## src/rtl/kernel_map_pkg.sv

```systemverilog
// Shared op codes and lane-slicing helper for the kernel_map streaming nodes.
package kernel_map_pkg;

  localparam int unsigned OP_W = 3;

  localparam logic [OP_W-1:0] OP_ADD  = 3'd0;
  localparam logic [OP_W-1:0] OP_SUB  = 3'd1;
  localparam logic [OP_W-1:0] OP_MIN  = 3'd2;
  localparam logic [OP_W-1:0] OP_MAX  = 3'd3;
  localparam logic [OP_W-1:0] OP_AND  = 3'd4;
  localparam logic [OP_W-1:0] OP_OR   = 3'd5;
  localparam logic [OP_W-1:0] OP_XOR  = 3'd6;
  localparam logic [OP_W-1:0] OP_PASS = 3'd7;

  // LSB position of a lane inside a packed lane vector.
  function automatic int unsigned lane_lsb(input int unsigned lane, input int unsigned width);
    return lane * width;
  endfunction

endpackage

```

## src/rtl/kernel_map_lane_alu.sv

```systemverilog
// Combinational single-lane binary integer operation.
module kernel_map_lane_alu
  import kernel_map_pkg::*;
#(
  parameter int unsigned STREAMW = 32
) (
  input  logic [OP_W-1:0]    op,
  input  logic [STREAMW-1:0] a,
  input  logic [STREAMW-1:0] b,
  output logic [STREAMW-1:0] y
);

  logic a_lt_b;

  assign a_lt_b = $signed(a) < $signed(b);

  always_comb begin
    y = a;
    case (op)
      OP_ADD:  y = a + b;
      OP_SUB:  y = a - b;
      OP_MIN:  y = a_lt_b ? a : b;
      OP_MAX:  y = a_lt_b ? b : a;
      OP_AND:  y = a & b;
      OP_OR:   y = a | b;
      OP_XOR:  y = a ^ b;
      OP_PASS: y = a;
      default: y = a;
    endcase
  end

endmodule

```

## src/rtl/kernel_map_vecop.sv

```systemverilog
// N-lane streaming map node: lane-wise selectable op followed by a LAT-deep
// pipeline with a single global advance enable for valid/ready backpressure.
module kernel_map_vecop
  import kernel_map_pkg::*;
#(
  parameter int unsigned STREAMW = 32,
  parameter int unsigned NLANES  = 4,
  parameter int unsigned LAT     = 2,
  parameter int unsigned CNTW    = 32
) (
  input  logic                      clk,
  input  logic                      rst,
  input  logic                      ivalid,
  output logic                      iready,
  input  logic [NLANES*STREAMW-1:0] in1,
  input  logic [NLANES*STREAMW-1:0] in2,
  input  logic [OP_W-1:0]           op,
  output logic                      ovalid,
  input  logic                      oready,
  output logic [NLANES*STREAMW-1:0] out1,
  output logic [CNTW-1:0]           obeats
);

  localparam int unsigned VW = NLANES * STREAMW;

  logic [VW-1:0]  res;
  logic [VW-1:0]  data_q [LAT];
  logic [LAT-1:0] valid_q;
  logic [CNTW-1:0] obeats_q;
  logic           en;

  for (genvar i = 0; i < NLANES; i++) begin : g_lane
    kernel_map_lane_alu #(
      .STREAMW(STREAMW)
    ) u_alu (
      .op(op),
      .a (in1[lane_lsb(i, STREAMW) +: STREAMW]),
      .b (in2[lane_lsb(i, STREAMW) +: STREAMW]),
      .y (res[lane_lsb(i, STREAMW) +: STREAMW])
    );
  end

  // A stage may advance whenever the output slot is empty or being drained.
  assign en     = ~valid_q[LAT-1] | oready;
  assign iready = en;

  always_ff @(posedge clk) begin
    if (rst) begin
      valid_q <= '0;
      for (int s = 0; s < LAT; s++) begin
        data_q[s] <= '0;
      end
    end else if (en) begin
      valid_q[0] <= ivalid;
      if (ivalid) begin
        data_q[0] <= res;
      end
      // Data moves only with valid beats, so out1 keeps the last real result.
      for (int s = 1; s < LAT; s++) begin
        valid_q[s] <= valid_q[s-1];
        if (valid_q[s-1]) begin
          data_q[s] <= data_q[s-1];
        end
      end
    end
  end

  always_ff @(posedge clk) begin
    if (rst) begin
      obeats_q <= '0;
    end else if (valid_q[LAT-1] && oready) begin
      obeats_q <= obeats_q + CNTW'(1);
    end
  end

  assign ovalid = valid_q[LAT-1];
  assign out1   = data_q[LAT-1];
  assign obeats = obeats_q;

endmodule

```

## config.mk

```make
export PLATFORM = sky130hd
export DESIGN_NAME = kernel_map_vecop
export DESIGN_NICKNAME = d
export VERILOG_FILES = /design/src/rtl/kernel_map_pkg.sv /design/src/rtl/kernel_map_lane_alu.sv /design/src/rtl/kernel_map_vecop.sv
export SDC_FILE = /design/constraint.sdc
export NUM_CORES = 2
export LEC_CHECK = 0
export CAP_MARGIN = 20
export CORE_ASPECT_RATIO = 1.1
export CORE_MARGIN = 3
export CORE_UTILIZATION = 63
export CTS_CLUSTER_DIAMETER = 40
export DETAILED_ROUTE_END_ITERATION = 6
export PLACE_DENSITY_LB_ADDON = 0.12
export SETUP_SLACK_MARGIN = 0.1
export SYNTH_ARGS = -nofsm -noshare
export SYNTH_HDL_FRONTEND = slang
export SYNTH_HIERARCHICAL = 1
export SYNTH_SLANG_ARGS = --single-unit
```

## constraint.sdc

```tcl
create_clock -name clk -period 6.4 [get_ports clk]
set_input_delay 0.64 -clock clk [delete_from_list [all_inputs] [get_ports clk]]
set_output_delay 0.64 -clock clk [all_outputs]
set_load 0.01 [all_outputs]
```

# Word level (Yosys, flattened, before mapping)
# Memory sizes are Yosys's and may differ from the RTL's.
# Index checks and enable logic that the tools add are counted.
# W data, S select, Z words.
classes:
  addsub: 9
  magnitude_cmp: 4
  eq_ne: 7
  n_mux: 24
  bitwise_logic: 16
  reduce_logical: 2
ops:
  columns: ["op", "n"]
  rows:
  - ["$pmux W32 S8", 4]
  - ["$mux W128", 2]
  - ["$mux W32", 8]
  - ["$add A32 B32 Y32", 4]
  - ["$and A32 B32 Y32", 4]
  - ["$lt A32 B32 Y1", 4]
  - ["$or A32 B32 Y32", 4]
  - ["$sub A32 B32 Y32", 4]
  - ["$xor A32 B32 Y32", 4]
  - ["$add A32 B1 Y32 const B", 1]
  - ["$eq A3 B3 Y1 const B", 4]
  - ["$mux W1", 10]
  - ["$eq A3 B2 Y1 const B", 2]
  - ["$eq A3 B1 Y1 const B", 1]
  - ["$logic_not A3 Y1", 1]
  - ["$or A1 B1 Y1", 3]
  - ["$logic_and A1 B1 Y1", 1]
  - ["$not A1 Y1", 1]
totals:
  ff_bits: 34
  ramBits: 256
  in_bits: 263
  wordCells: 65
  memories: 1
memory_table:
  columns: ["memory", "words", "width", "read_ports", "rd_ports_with_merged_regs", "wr", "line_no", "source"]
  rows:
  - ["data_q", 2, 128, 2, 0, 2, "kernel_map_vecop.sv:27", "logic [VW-1:0] data_q [LAT];"]

# Longest topological paths before layout
logic_depth:
  ltp_word: 6
  mapped_depth: 16

# Modules after synthesis
# The synthesis kept the hierarchy.
modules_own_cells:
  columns: ["module", "n_inst", "cells_per_inst", "area_per_inst_um2", "seq_area_each_um2"]
  rows:
  - ["kernel_map_lane_alu at g_lane[1].u_alu ...", 3, 858, 5870.6, 0.0]
  - ["kernel_map_vecop", 1, 861, 12006.5, 8368.0]
  - ["kernel_map_lane_alu at g_lane[0].u_alu", 1, 850, 5744.3, 0.0]

# Worst setup path after synthesis
# No wires, ideal clock.
synth_timing:
  path_kind: "input -> register"
  from: "input port rst"
  to: "memory data_q[0][0] in the netlist's numbering, enable pin"
  setup_time_ps: 486
  arrival_ps: 3818
  setup_slack_ps: 2096
  path_stages: 3
  path_buffers: 2
  path_cell_list: "clkbuf_1 > buf_1 > a21o_1"
synth_rtl:
  columns: ["element", "line_no", "source"]
  rows:
  - ["from (decl)", "kernel_map_vecop.sv:12", "input logic rst,"]
  - ["to (decl)", "kernel_map_vecop.sv:27", null]

==> results.yml <==
run_status:
  outcome: "finished, violations left"
  failed_checks: "DRC"
placed_design:
  gp_congestion: 1.003
  dp.cells: 5115
  place_hpwl_um: 82710
  placement.io_buffers: 424
critical_path:
  start_kind: "input pin"
  worstPathBufferInverterCount: 3
  crit_start: "in1[32]"
  worst_path_largest_cell_delay_ns: 0.72
  critical_path.endpoint_type: "flip-flop"
  crit_family: "compound AO/OA/AOI/OAI gates"
  crit_chain: "clkdlybuf4s50_1, inv_1, ha_1, fa_1, o21bai_1, o211ai_1, a31oi_2, nor4_4, o31ai_4, a31oi_4, xnor2_2, buf_4, o21ai_1, mux4_2, and2_1"
  critPathKind: "in2reg"
  critical-path-slowest-cell: "sky130_fd_sc_hd__xnor2_2"
  required_ns: 6.75
  worst_r2r_startpoint: "obeats[9]"
  critical_path.reg2reg.endpoint: "obeats[24]"
  worst_ep_arrival_time_ns: 4.91
  cp_max_fo: 13
  rr_worst_depth: 4
  timing.reg2reg.setup_slack_ns: 3.95
power:
  power.density_mw_per_mm2: 196.7
  pwr-share-comb: 0.378
  seq_power_share: 0.288
  vdd_ir_drop_max_v: 0.0001763
  power.net_switching_w: 0.002902
  internal-power_w: 0.005105
  power_frac_clock: 0.334
  p_leak_nw: 17.20
  power.switching_fraction: 0.3624
route:
  drt_pass1_iterations: 7
  drt_iter0_markers: 3699
  num_vias: 33470
  drt-total-wl_um: 113200
  route.detailed.drc: 3
  detail_route.wl_per_cell_um: 21.68
  avgViaCountPerCell: 6.412
  ant_nets: 0
timing:
  worst_pin_slew_ns: 1.173
  fmaxAchievable_mhz: 219.1
  final-max-slew-violation-count: 0
  sum_of_negative_setup_slack_ns: 0
  timing.final.setup_violations: 0
  timing.clock.skew_ns: 0.02491
  timing.slew.headroom: 0.2109
  layout_worst_path_cycle_share: 0.7131
  setup_repair_after_global_routing_missed_its_margin: "false"
  report.final.hold_viol_count: 0
  fin_crit_ns: 4.564
logic_synthesis:
  post_synth_xor_xnor_area: 0.03641
  synth_warnings: 6
  ys_seq_area_frac: 0.2366
  synthesis.area_sq_mm: 0.03536
  post_synth_fa_ha_maj_area_fraction: 0.1407
  synth.area.mux_share: 0.08272
  synth_async_sr_flop_share: 0
  synth_ff_type: "sky130_fd_sc_hd__edfxtp_1"
  syn_nets: 4941
  synth_top_family_by_area: "compound AO/OA/AOI/OAI gates"
  synth_compound_area_frac: 0.2259
  edff_count_synth: 256
  netlist_instances: 4285
  ys_types: 105
  mean_instance_size_in_the_synthesized_netlist_sq_um: 8.253
  synth-simple-area-share: 0.1745
  yosys_register_bits: 290
worst_hold_path:
  worstHoldEndpoint: "valid_q[1]"
  hold_path_startpoint: "valid_q[0]"
  hold_path_class: "reg2reg"
  whs_path_depth: 2
global_routing:
  via_count_of_the_first_global_routing_pass: 31130
  gr-total-overflow: 0
  gr-usage-all-layers: 0.3673
  antenna_found_initial: 14
  largest_net_degree_at_the_start_of_global_routing: 168
  grt_first_pass_wirelength_um: 172800
clock_network:
  numCtsBuffers: 49
  clock_insertion_delay_worst_skew_ns: 0.60
  cts_tree: "yes"
  cts_max_path_buffers: 3
  post_cts.resized_instances: 0
  cts_hold_buf: 0
  post_cts.repair.setup_buffers: 0
  post_cts_clock_slew_at_the_launch_and_capture_registers_of_the_worst_setup_and_hold_paths_ns: 0.06
  numClockSinks: 290
  cts.htree.levels: 2
  cts.root.buffer_cell: "sky130_fd_sc_hd__clkbuf_16"
floorplanning:
  core_region_area_sq_mm: 0.05518
  rows: 90
  die_w_um: 231.9
  die_area_sq_mm: 0.05901
  die_h_um: 254.5
  floorplan.initialDensity: 0.6409
  io_pins: 425
layout:
  final_cell_count_no_fill: 5220
  layout-area-overhead-vs-synth_pct: 15.11
  final_nets: 5088
  most-common-layout-cells: "sky130_fd_sc_hd__inv_1, sky130_fd_sc_hd__clkdlybuf4s50_1, sky130_fd_sc_hd__ha_1"
  final_layout_size_suffix_gt1_frac: 0.06819
  layout.cells.most_common: "sky130_fd_sc_hd__inv_1"
job:
  maxCapViolCount: 0
==> layout make-up <==
cell class,count,area (sq um)
Multi-Input combinational cell,3180,23410
Sequential cell,290,8368
Clock inverter,34,355.3
Inverter,439,1648
Timing Repair Buffer,472,4672
Tap cell,736,920.9
Fill cell,4266,14470
Antenna cell,11,27.53
Clock buffer,58,1303
==> sequential cells by signal, indices dropped and copies added, names as in the netlist <==
name / count
data_q: 256
obeats: 32
valid_q: 2
==> worst min-delay path, delay by kind of cell (launching register included) <==
kind,cells,cell delay [ns]
AO/OA/AOI/OAI,1,0.05
buffers and inverters,1,0.06
flip-flops,1,0.34
==> kinds of logic (layout without fill, tap and decap cells) <==
| family | count (synthesis) | after routing |
|---|---|---|
| compound gates | 1210 | 1210 |
| xor+xnor | 147 | 147 |
| fa+ha+maj | 393 | 393 |
| buf+inv | 815 | 1003 |
| flops | 290 | 290 |
| mux | 189 | 189 |
| other cells | 0 | 11 |
| simple gates | 1241 | 1241 |
==> synth_stat cells, drive strengths merged, types with 14 or more instances <==
cell,number,share of area
inv,437,0.046
ha,385,0.14
nor2,360,0.038
a21oi,359,0.051
nand2,275,0.029
and2,262,0.046
edfxtp,256,0.22
o21ai,241,0.034
buf,221,0.040
clkbuf,155,0.016
xnor2,123,0.030
mux2i,83,0.023
mux4,80,0.051
nand3,79,0.011
a31oi,67,0.014
nor3,59,0.0090
a211oi,55,0.012
a21o,54,0.011
nor2b,51,0.0090
o31ai,50,0.012
o21bai,46,0.0098
o211ai,44,0.0093
o22ai,43,0.0076
dfxtp,34,0.019
nand2b,33,0.0058
o221ai,30,0.0074
nor4,27,0.0062
mux2,26,0.0083
a22oi,25,0.0053
xor2,24,0.0059
a221oi,22,0.0060
nand4,19,0.0035
or4,19,0.0041
and3,16,0.0030
or3,15,0.0027
a221o,14,0.0040
==> worst max path at each step <==
stage | depth (start not counted) | to
floorplan | 3 | data_q[0][0]
global placement | 13 | data_q[0][68]
detailed placement | 14 | data_q[0][68]
CTS | 15 | data_q[0][39]
global route | 15 | data_q[0][39]
finish | 15 | data_q[0][39]
==> per-layer routing <==
metal / global-route usage / share of wire / vias up
met3: 0.06658 / 0.099 / 289
met2: 0.5913 / 0.46 / 1862
li1: - / - / 15470
met5: 0 / 0.00036 / -
met1: 0.4860 / 0.40 / 15850
met4: 0.1624 / 0.045 / 6
==> power by group through the flow <==
stage / clock, W / sequential (W) / combinational, W
finish: 0.00267 / 0.00230 / 0.00303
global route: 0.00279 / 0.00232 / 0.00327
CTS: 0.00271 / 0.00230 / 0.00296
detailed placement: 0 / 0.00234 / 0.00293
global placement: 0 / 0.00234 / 0.00289
floorplan: 0 / 0.00232 / 0.00206
==> per-stage QoR <==
stage          area [sq um]    util  total power [W]  hold WS, ns  worst slack [ns]
2_1_floorplan         35360       -         0.004386       0.4486             2.096
3_3_place_gp          38970  0.7062         0.005229       0.4709            0.9803
3_5_place_dp          38980  0.7065         0.005273       0.4785             1.327
4_1_cts               40640  0.7365         0.007970       0.4874             1.939
5_1_grt               40700  0.7376         0.008371       0.5000             1.600
6_report              40710  0.7377         0.008008       0.4885             1.836
(Power assumes the default switching activity.)
